--- config.mk ---
export PLATFORM = sky130hd
export DESIGN_NAME = gray_ptr_flat
export DESIGN_NICKNAME = d
export VERILOG_FILES = /design/src/rtl/gray_ptr_if.sv /design/src/rtl/gray_ptr.sv /design/src/flat_wrapper.sv
export SDC_FILE = /design/constraint.sdc
export NUM_CORES = 1
export LEC_CHECK = 0
export BUFFER_PORTS_ARGS = -buffer_cell sky130_fd_sc_hd__buf_4
export CAP_MARGIN = 5
export CORE_MARGIN = 2
export CORE_UTILIZATION = 40
export CTS_CLUSTER_DIAMETER = 80
export DETAILED_ROUTE_END_ITERATION = 10
export GPL_TIMING_DRIVEN = 0
export HOLD_SLACK_MARGIN = 0.05
export PLACE_DENSITY = 0.69
export SYNTH_ARGS = -nofsm -noshare
export SYNTH_HDL_FRONTEND = slang
export SYNTH_SLANG_ARGS = --single-unit
export TNS_END_PERCENT = 100
--- constraint.sdc ---
create_clock -name clk -period 1.94 [get_ports clk]
set_input_delay 0.291 -clock clk [delete_from_list [all_inputs] [get_ports clk]]
set_output_delay 0.291 -clock clk [all_outputs]
set_load 0.01 [all_outputs]
--- src/rtl/gray_ptr_if.sv ---
//==============================================================================
// Module  : gray_ptr_if
// Brief   : Pointer-side bus of a Gray-code FIFO pointer (requests, remote
//           pointer in, local pointer/status out).
// Revision: 1.0  initial release
//==============================================================================
`default_nettype none

interface gray_ptr_if #(
  parameter int AW = 8
);
  logic          inc;
  logic [AW:0]   rgray;
  logic [AW:0]   bin;
  logic [AW:0]   gray;
  logic [AW-1:0] addr;
  logic          flag;
  logic          err;
  logic [AW:0]   level;

  modport master (
    output inc, rgray,
    input  bin, gray, addr, flag, err, level
  );

  modport slave (
    input  inc, rgray,
    output bin, gray, addr, flag, err, level
  );
endinterface

`default_nettype wire

--- src/rtl/gray_ptr.sv ---
//==============================================================================
// Module  : gray_ptr
// Brief   : One side of an async FIFO: binary/Gray pointer, full (MODE 0) or
//           empty (MODE 1) flag, sticky reject error, optional occupancy.
// Macro   : GRAY_PTR_LEVEL_EN builds the occupancy (level) logic.
// Revision: 1.0  initial release
//==============================================================================
`default_nettype none

module gray_ptr #(
  parameter int AW   = 8,
  parameter int MODE = 0
) (
  input  wire logic   clk,
  input  wire logic   rst,
  gray_ptr_if.slave   bus
);

  logic [AW:0] bin_q,  bin_d;
  logic [AW:0] gray_q, gray_d;
  logic        flag_q, flag_d;
  logic        err_q,  err_d;

  always_comb begin
    bin_d = bin_q;
    if (bus.inc && !flag_q) begin
      bin_d = bin_q + 1'b1;
    end
    // Gray comes from the next-state binary so both registers load together.
    gray_d = bin_d ^ (bin_d >> 1);
    err_d  = err_q | (bus.inc & flag_q);
  end

  generate
    if (MODE == 0) begin : g_full
      always_comb flag_d = (gray_d == {~bus.rgray[AW:AW-1], bus.rgray[AW-2:0]});
    end else begin : g_empty
      always_comb flag_d = (gray_d == bus.rgray);
    end
  endgenerate

  always_ff @(posedge clk) begin
    if (rst) begin
      bin_q  <= '0;
      gray_q <= '0;
      flag_q <= (MODE != 0);
      err_q  <= 1'b0;
    end else begin
      bin_q  <= bin_d;
      gray_q <= gray_d;
      flag_q <= flag_d;
      err_q  <= err_d;
    end
  end

`ifdef GRAY_PTR_LEVEL_EN
  logic [AW:0] rbin;
  logic [AW:0] level_q, level_d;

  always_comb begin
    for (int i = 0; i <= AW; i++) begin
      rbin[i] = ^(bus.rgray >> i);
    end
    level_d = (MODE == 0) ? (bin_d - rbin) : (rbin - bin_d);
  end

  always_ff @(posedge clk) begin
    if (rst) begin
      level_q <= '0;
    end else begin
      level_q <= level_d;
    end
  end

  assign bus.level = level_q;
`else
  assign bus.level = '0;
`endif

  assign bus.bin  = bin_q;
  assign bus.gray = gray_q;
  assign bus.addr = bin_q[AW-1:0];
  assign bus.flag = flag_q;
  assign bus.err  = err_q;

endmodule

`default_nettype wire
--- src/flat_wrapper.sv ---
// flat-port wrapper written by rule: the top's interface ports become plain ports
module gray_ptr_flat 
#(
  parameter int AW   = 8,
  parameter int MODE = 0
)
  (clk, rst, bus_inc, bus_rgray, bus_bin, bus_gray, bus_addr, bus_flag, bus_err, bus_level);
  gray_ptr_if #(.AW(AW)) bus_i ();
  input  wire logic clk;
  input  wire logic rst;
  input wire logic [$bits(bus_i.inc)-1:0] bus_inc;
  input wire logic [$bits(bus_i.rgray)-1:0] bus_rgray;
  output wire logic [$bits(bus_i.bin)-1:0] bus_bin;
  output wire logic [$bits(bus_i.gray)-1:0] bus_gray;
  output wire logic [$bits(bus_i.addr)-1:0] bus_addr;
  output wire logic [$bits(bus_i.flag)-1:0] bus_flag;
  output wire logic [$bits(bus_i.err)-1:0] bus_err;
  output wire logic [$bits(bus_i.level)-1:0] bus_level;
  assign bus_i.inc = bus_inc;
  assign bus_i.rgray = bus_rgray;
  assign bus_bin = bus_i.bin;
  assign bus_gray = bus_i.gray;
  assign bus_addr = bus_i.addr;
  assign bus_flag = bus_i.flag;
  assign bus_err = bus_i.err;
  assign bus_level = bus_i.level;
  gray_ptr #(.AW(AW), .MODE(MODE)) u_core (.clk(clk), .rst(rst), .bus(bus_i));
endmodule
# --- Word-level counts from Yosys, hierarchy flattened ---
# Cells that the tools add are included.
op_classes:
  n_bitwise: 4
  n_addsub: 1
  reduce_logical: 2
  muxes: 1
  n_eq_ne: 1
ops:
  columns: ["op", "n"]
  rows:
  - ["$add 9x1->9 const B", 1]
  - ["$eq 9x9->1", 1]
  - ["$mux 9", 1]
  - ["$xor 9x8->9", 1]
  - ["$not 2->2", 1]
  - ["$and 1x1->1", 1]
  - ["$logic_and 1x1->1", 1]
  - ["$logic_not 1->1", 1]
  - ["$or 1x1->1", 1]
word_totals:
  input_bits: 12
  output_inout_bits: 37
  word_cells: 13
  ff_bits: 20

# --- Depth between registers and ports, before layout ---
# Gate-level depths: netlist of the first run.
depth:
  depth_word: 5
  ltp_mapped: 8
  depth_no_buf: 7

# --- Worst setup path after synthesis of the first run ---
# Ideal clock, no wire load.
synth_timing:
  path_kind: "register to register"
  startpoint: "register u_core.bin_q[0], in the netlist u_core.bus.bin[0]"
  endpoint: "register u_core.flag_q, in the netlist u_core.bus.flag"
  stages_incl_launch_ff: 9
  slack_ns: 0.096
  setup_ns: 0.061
  path_buffers: 1
  t_arrival_ns: 1.783
  synth_period_minus_slack_ns: 1.844
  required_ns: 1.879
  cell_sequence: "dfxtp_1 > ha_1 > buf_6 > a21boi_0 > a31oi_1 > o22ai_1 > xnor2_1 > nor4b_1 > and4_1"
synth_via:
  elab_chain_cells: 4
synth_lines:
  columns: ["element", "line_no", "source"]
  rows:
  - ["start, declared", "gray_ptr.sv:19", "logic [AW:0] bin_q, bin_d;"]
  - ["start signal, assigned", "gray_ptr.sv:49", "bin_q <= bin_d;"]
  - ["$add 9x1->9", "gray_ptr.sv:27", "bin_d = bin_q + 1'b1;"]
  - ["$mux 9 (*)", "gray_ptr.sv:26", "if (bus.inc && !flag_q) begin"]
  - ["$xor 9x8->9 (*)", "gray_ptr.sv:30", "gray_d = bin_d ^ (bin_d >> 1);"]
  - ["$eq 9x9->1 (*)", "gray_ptr.sv:36", "always_comb flag_d = (gray_d == {~bus.rgray[AW:AW-1], bus.rgray[AW-2:0]});"]
  - ["end signal, assigned", "gray_ptr.sv:46", "flag_q <= (MODE != 0);"]
  - ["end signal, assigned", "gray_ptr.sv:51", "flag_q <= flag_d;"]
  - ["end, declared", "gray_ptr.sv:21", "logic flag_q, flag_d;"]
# Mark *: on every way between the ends. The rest lies on a longest branch, timed or not.
# A chain may end at the register's enable or synchronous reset.

# --- Worst setup path after layout of the first run ---
layout_timing:
  startpoint: "register u_core.bin_q[3], in the netlist u_core.bus.bin[3]"
  endpoint: "register u_core.flag_q, in the netlist u_core.bus.flag"
# Same word-level chain as after synthesis.

==> metrics.md, run 1 <==
| Metric | Value |
|---|---|
| Status | finished clean |
| Placer Congestion | 0.8382 |
| Clock group share of total power | 24.5% |
| Layout fillers | 289 |
| ANT cells | 0 |
| Cell area after placement | 1682 sq um |
| Largest family of logic cells by synthesized area | XOR/XNOR gates |
| P_sw | 233.3 uW |
| Yosys warning count | 0 |
| Synth Area in Simple Gates | 17.75% |
| Vias | 1227 |
| Wirelength, routed | 3.149 mm |
| Final Setup Violations | 0 |
| P_int | 595.7 uW |
| Clock sink total | 19 |
| Clk Latency, worst-skew pair | 290 ps |
| CP Max Fanout | 10 |
| Leak Pwr | 0.0008785 uW |
| Cell Chain, Critical Path | buf_2 > a2111oi_1 > a211oi_1 > o2111ai_2 > nor4b_2 > and4_1 |
| Crit path from | u_core.bus.bin[3]$_SDFF_PP0_ |
| Crit path kind | reg -> reg |
| HP Start | bus_inc |
| Max VDD drop | 0.1929 mV |
| Die Width | 61.26 um |
| Rows | 20 |
| Reg2Reg Setup Slack | 40 ps |
| Design area | 1869 sq um |
| CTS tree | done |
| Pre-CTS setup slack | -188.5 ps |
| Initial core utilization | 42.60% |
| Slew headroom | 66.34% |
| WL/cell | 12.30 um |
| Critical path launch point type | register |
| Share of cells above drive strength 1 | 42.92% |
| Ports | 49 |
| Most used flip-flop cell after synthesis | dfxtp_1 |
| Mapped Cells | 154 |
| Hold depth | 3 |
| GRT Total Usage | 16.57% |
| Aggregate global routing overflow | 0 |
| Die area | 3752 sq um |
| CTS H-tree lvls | 1 |
| Initial DRC count | 39 |
| Worst path slowest cell | dfxtp_1 |
| CTS root buf | clkbuf_4 |
| Core area | 3078 sq um |
| Max-slew violations | 0 |
| Endpoint, Worst Hold | u_core.bus.err$_SDFF_PP0_ |
| Final period util | 97.93% |
| CP max stage delay | 470 ps |
| #FFs+latches synth | 19 |
| Cell taking the most area after synthesis | dfxtp_1 |
| Worst Clk Skew | 4.306 ps |
| Cell variety after synth | 41 |
| Logic pwr share | 26.2% |
| Adder-cell share of the synthesized area | 0.9542% |
| Post-synth EDFFs | 0 |
| Compound-Gate Fraction of Synth Area | 9.637% |
| Min cycle time layout | 1900 ps |
| Synth top area share | 29.01% |
| Commonest cells after routing, fill and taps aside | 68 x buf_4, 20 x nor2_1, 16 x xnor2_1, 16 x dfxtp_1 |
| Router iterations before antenna repair | 4 |
| WP data required | 2180 ps |
| Most common library cell in the layout ignoring fill and taps | buf_4 |
| Mux share of post-synthesis cell area | 5.344% |
| Max_cap viols | 0 |
| Drt via density | 4.793 |
| Slew @ Worst Pin | 505.0 ps |
| Post-route worst setup slack | 40.23 ps |
| Tightest Hold Check Type | in -> reg |
| PwrDens | 443.5 nW/um^2 |
| Post-route DRC violation count | 0 |
| CTS clk-pin slew, worst paths | 110 ps |
| Antenna violations before repair | 0 |
| Clock buffer depth | 2 |
| Area growth, synth to finish | 42.56% |
| Ys async rst share | 0% |
| # nets final | 226 |
| Largest net degree at the start of global routing | 11 |
| CTS buffer count | 3 |
| # port buffers | 38 |
| RSZ-0062 raised after global routing | yes |
| Critical path endpoint category | register |
| First-pass GRT wire length | 4.685 mm |
| Dpl hpwl | 2.222 mm |
| Mean area per synthesized cell | 8.515 sq um |
| CP arrival | 2140 ps |
| Path depth of the worst reg2reg path | 6 |
| Register area share after synthesis | 29.01% |
| Reg2reg end | u_core.bus.flag$_SDFF_PP0_ |
| Die Ht | 61.26 um |
| Fin. Hold Viols | 0 |
| Sw Ratio | 28.14% |
| Xor and xnor fraction of the mapped netlist area | 21.47% |
| R2r startpoint | u_core.bus.bin[3]$_SDFF_PP0_ |
| Antenna Nets Post-Route | 0 |
| Mapped Area | 1311 sq um |
| Fmax | 526.4 MHz |
| Synth area leaders | dfxtp_1 29%, xnor2_1 12%, buf_4 11% |
| Sequential share of power | 49.3% |
| Vias in the first global route | 1043 |
-- state kept, by name, summed over array words and instances (netlist names) --
register,count
u_core.bus.bin,8
u_core.bus.err,1
u_core.bus.flag,1
u_core.bus.gray,9
-- synthesized netlist by cell type (2+ instances only) --
master and instances:
a21oi_1 3, a31oi_1 2, buf_2 4, buf_4 20, clkbuf_1 2, dfxtp_1 19, inv_1 3, mux2i_1 7
nand2_1 8, nand3_1 3, nand3b_1 2, nand4_1 2, nor2_1 21, nor3_1 3, o21ai_0 3, xnor2_1 18
xnor3_1 2, xor2_1 9
-- critical path: cells and delay by family, from the launching register on --
kind	cells	cell delay (ps)
AO/OA/AOI/OAI	3	570
buffers and inverters	1	310
flip-flops	1	470
AND/OR/NAND/NOR	2	500
-- what timing repair did --
| item | in CTS | in global routing |
|---|---|---|
| setup buffers | 1 | 7 |
| hold buffers | 0 | 0 |
| setup endpoints to repair | 1 | 1 |
| resized for setup | 9 | 18 |
| cloned | 0 | 0 |
| pin swaps | 2 | 11 |
-- routing by layer --
layer	global-route usage, %	vias to the layer above	share of wire, %
li1	-	605	-
met1	21.31	565	40
met2	28.42	57	53
met3	3.151	0	7.8
met4	4.348	0	0
met5	0	-	0
-- worst max path at each step --
stage / end / cells after the start
finish: u_core.bus.flag$_SDFF_PP0_ / 6
floorplan: u_core.bus.flag$_SDFF_PP0_ / 8
global route: u_core.bus.flag$_SDFF_PP0_ / 7
detailed placement: u_core.bus.flag$_SDFF_PP0_ / 8
global placement: u_core.bus.flag$_SDFF_PP0_ / 8
CTS: u_core.bus.flag$_SDFF_PP0_ / 6
-- metrics by stage --
step	power, uW	cells	util [%]	hold WS, ps	setup TNS [ps]
final	829.0	256	60.73	284.3	0
after detailed placement	605.0	244	54.63	483.5	-188.5
after floorplan	543.5	162	-	431.7	0
after global routing	871.0	256	60.73	294.5	-77.74
after CTS	811.6	249	56.59	287.3	0
after global placement	602.3	244	54.63	463.9	-197.4
-- final cells by class --
class	count	area [sq um]	share of cell area, %
timing repair buffer	46	345.3	18.47
multi-input combinational	112	840.8	44.98
tap	44	55.05	2.945
inverter	3	11.26	0.6024
buffer	28	201.4	10.78
clock buffer	4	26.28	1.406
sequential	19	389.1	20.82
-- cells by family after synthesis --
logic type / after synthesis
AOI/OAI and AO/OA: 18
adders and majority gates: 1
buffers and inverters: 31
xor gates and xnor gates: 29
other: 1
muxes: 7
and+or+nand+nor: 48
DFF: 19
-- power by group through the flow --
stage / clock, uW / combinational [uW] / sequential (uW)
floorplan: 0 / 124 / 420
global placement: 0 / 187 / 415
detailed placement: 0 / 189 / 416
CTS: 209 / 194 / 409
global route: 224 / 237 / 410
finish: 203 / 217 / 408
(Power assumes the default switching activity.)
==> inputs of run 2 (changes only) <==
- CORE_UTILIZATION: 40 -> 49
- PLACE_DENSITY: 0.69 -> 0.82
==> run 2 against run 1 <==
The run now ends with setup timing left. Clock skew up 5.2 ps. Critical path depth rose by 1. Maximum frequency decreased by 4.6%. Via count up 5.5%. Clock-buffer cell count did not move. Sequential power hardly changed. Hold slack got worse by 12 ps. Largest cell class unchanged.
==> metrics.md, run 2 (same netlist as run 1, synthesis figures left out) <==
| Metric | Value |
|---|---|
| Status | complete, but fails checks |
| Violated checks | setup timing |
| Cell Chain, Critical Path | ha_4 > nand3b_1 > mux2i_1 > a32oi_1 > o2111ai_2 > nor4b_2 > and4_1 |
| CTS buffer count | 3 (unchanged) |
| CTS tree | done |
| Leak Pwr | 0.0008776 uW (-0.10%) |
| Number of flip-flops in the largest register | 9 (unchanged) |
| Worst Clk Skew | 9.491 ps (+5.186 ps) |
| Clk Latency, worst-skew pair | 310 ps (+20 ps) |
| Layout Utilization | 76.13% (+15 points) |
| Drt via density | 5.325 (+11%) |
| Critical path endpoint category | register |
| GRT Total Usage | 20.03% (+3.5 points) |
| Clock buffer depth | 2 (unchanged) |
| Cts hold-fix bufs | 0 (unchanged) |
| Pre-CTS setup slack | -277.9 ps (-89.47 ps) |
| Area growth, synth to finish | 45.13% |
| Routed wl met2 | 1.759 mm (+6.2%) |
| CP Max Fanout | 5 (-5) |
| Rows | 18 (-10%) |
| Critical path launch point type | register |
| Slew @ Worst Pin | 547.2 ps (+42.20 ps) |
| Tightest Hold Check Type | in -> reg |
| Sequential share of power | 47.4% (-1.9 points) |
| Initial DRC count | 38 (-2.6%) |
| Cell area after placement | 1664 sq um (-1.0%) |
| Dpl hpwl | 2.286 mm (+2.9%) |
| Max VDD drop | 0.3529 mV (+83%) |
| Ports | 49 (unchanged) |
| P_sw | 257.4 uW (+10%) |
| CTS root buf | clkbuf_4 |
| Largest net degree at the start of global routing | 11 (unchanged) |
| Aggregate global routing overflow | 0 (unchanged) |
| Initial core utilization | 52.45% (+9.9 points) |
| RSZ-0062 raised after global routing | yes |
| WP buf/inv | 0 (-1) |
| WP data required | 2200 ps (+20 ps) |
| CP max stage delay | 400 ps (-70 ps) |
| Core area | 2500 sq um (-19%) |
| ANT cells | 0 (unchanged) |
| Met1 WL | 1.539 mm (+24%) |
| Crit path kind | reg -> reg |
| Sw Ratio | 29.77% (+1.6 points) |
| Design area | 1903 sq um (+1.8%) |
| Antenna Nets Post-Route | 0 (unchanged) |
| Post-route worst setup slack | -50.58 ps (-90.81 ps) |
| Vias | 1294 (+5.5%) |
| Min cycle time layout | 1991 ps (+90.81 ps) |
| Fin. Hold Viols | 0 (unchanged) |
| Wirelength, routed | 3.581 mm (+14%) |
| CTS H-tree lvls | 1 (unchanged) |
| Die area | 3106 sq um (-17%) |
| Max_cap viols | 0 (unchanged) |
| Commonest cells after routing, fill and taps aside | 67 x buf_4, 20 x nor2_1, 16 x xnor2_1, 16 x dfxtp_1 |
| Logic pwr share | 27.9% (+1.7 points) |
| Clock group share of total power | 24.7% (+0.2 points) |
| Top Layer Used | met4 |
| Vias in the first global route | 1099 (+5.4%) |
| Post-route DRC violation count | 0 (unchanged) |
| Max-slew violations | 0 (unchanged) |
| CP top delay family | simple AND/OR/NAND/NOR gates |
| WL/cell | 14.74 um (+20%) |
| # port buffers | 38 (unchanged) |
| Fmax | 502.4 MHz (-4.6%) |
| Final period util | 102.6% (+4.7 points) |
| Most common library cell in the layout ignoring fill and taps | buf_4 |
| Slew headroom | 63.52% (-2.8 points) |
| Share of cells above drive strength 1 | 45.07% (+2.1 points) |
| # nets final | 227 (+0.44%) |
| Placer Congestion | 0.8180 (-2.4%) |
| First-pass GRT wire length | 4.995 mm (+6.6%) |
| CTS clk-pin slew, worst paths | 120 ps (about the same) |
| Antenna violations before repair | 0 (unchanged) |
| Clock sink total | 19 (unchanged) |
| Met3 wire length | 207 um (-16%) |
| Worst path slowest cell | dfxtp_4 |
| Total power | 864.4 uW (+4.3%) |
| Final Setup Violations | 1 (+1) |
| PwrDens | 454.2 nW/um^2 (+2.4%) |
| Router iterations before antenna repair | 4 (unchanged) |
| CP arrival | 2250 ps (+110 ps) |
| Die Width | 55.73 um (-9.0%) |
| P_int | 607.1 uW (+1.9%) |
| Die Ht | 55.73 um (-9.0%) |
| Sum Neg Setup Slack | -50.58 ps (-50.58 ps) |
run 2: final cells by class:
cell class,count,area [sq um]
Tap cell,30,37.54
Timing Repair Buffer,47,350.3
Sequential cell,19,389.1
Buffer,28,209.0
Fill cell,175,596.8
Clock buffer,4,26.28
Inverter,3,11.26
Multi-Input combinational cell,112,879.6
run 2: worst reg2reg max path: cells and delay by family, from the launching register on:
family / cells / cell delay [ps]
compound gates: 2 / 430
mux: 1 / 160
simple gates: 3 / 780
fa+ha+maj: 1 / 170
flops: 1 / 400
run 2: power by group through the flow:
stage	clock network [uW]	logic [uW]	registers (uW)
6_report	214	241	410
5_1_grt	232	256	411
4_1_cts	207	204	409
3_5_place_dp	0	190	416
3_3_place_gp	0	184	415
2_1_floorplan	0	124	420
run 2: per-stage QoR:
stage | instances | hold slack (ps)
2_1_floorplan | 162 | 431.7
3_3_place_gp | 230 | 462.7
3_5_place_dp | 230 | 463.3
4_1_cts | 235 | 263.4
5_1_grt | 243 | 301.1
6_report | 243 | 272.7
run 2: metal layers:
metal	vias up	track usage [%]
met5	-	0
met1	609	24.43
met4	0	9.059
met3	9	3.256
met2	72	34.35
li1	604	-
run 2: timing repair:
action                                  CTS  global route
gates cloned                              0             1
pin swaps                                 6             9
endpoints found under the setup margin    1             1
gates resized for setup                  13            26
buffers inserted                          1             7
run 2: path summary, 6_finish.rpt:
| check | slack [ps] | start | depth (start not counted) | end |
|---|---|---|---|---|
| setup / recovery | -50 | u_core.bus.bin[1]$_SDFF_PP0_ | 7 | u_core.bus.flag$_SDFF_PP0_ |
| hold / removal | 270 | bus_inc | 3 | u_core.bus.err$_SDFF_PP0_ |
| hold reg to reg | 490 | u_core.bus.err$_SDFF_PP0_ | 2 | u_core.bus.err$_SDFF_PP0_ |
| setup reg to reg | -50 | u_core.bus.bin[1]$_SDFF_PP0_ | 7 | u_core.bus.flag$_SDFF_PP0_ |
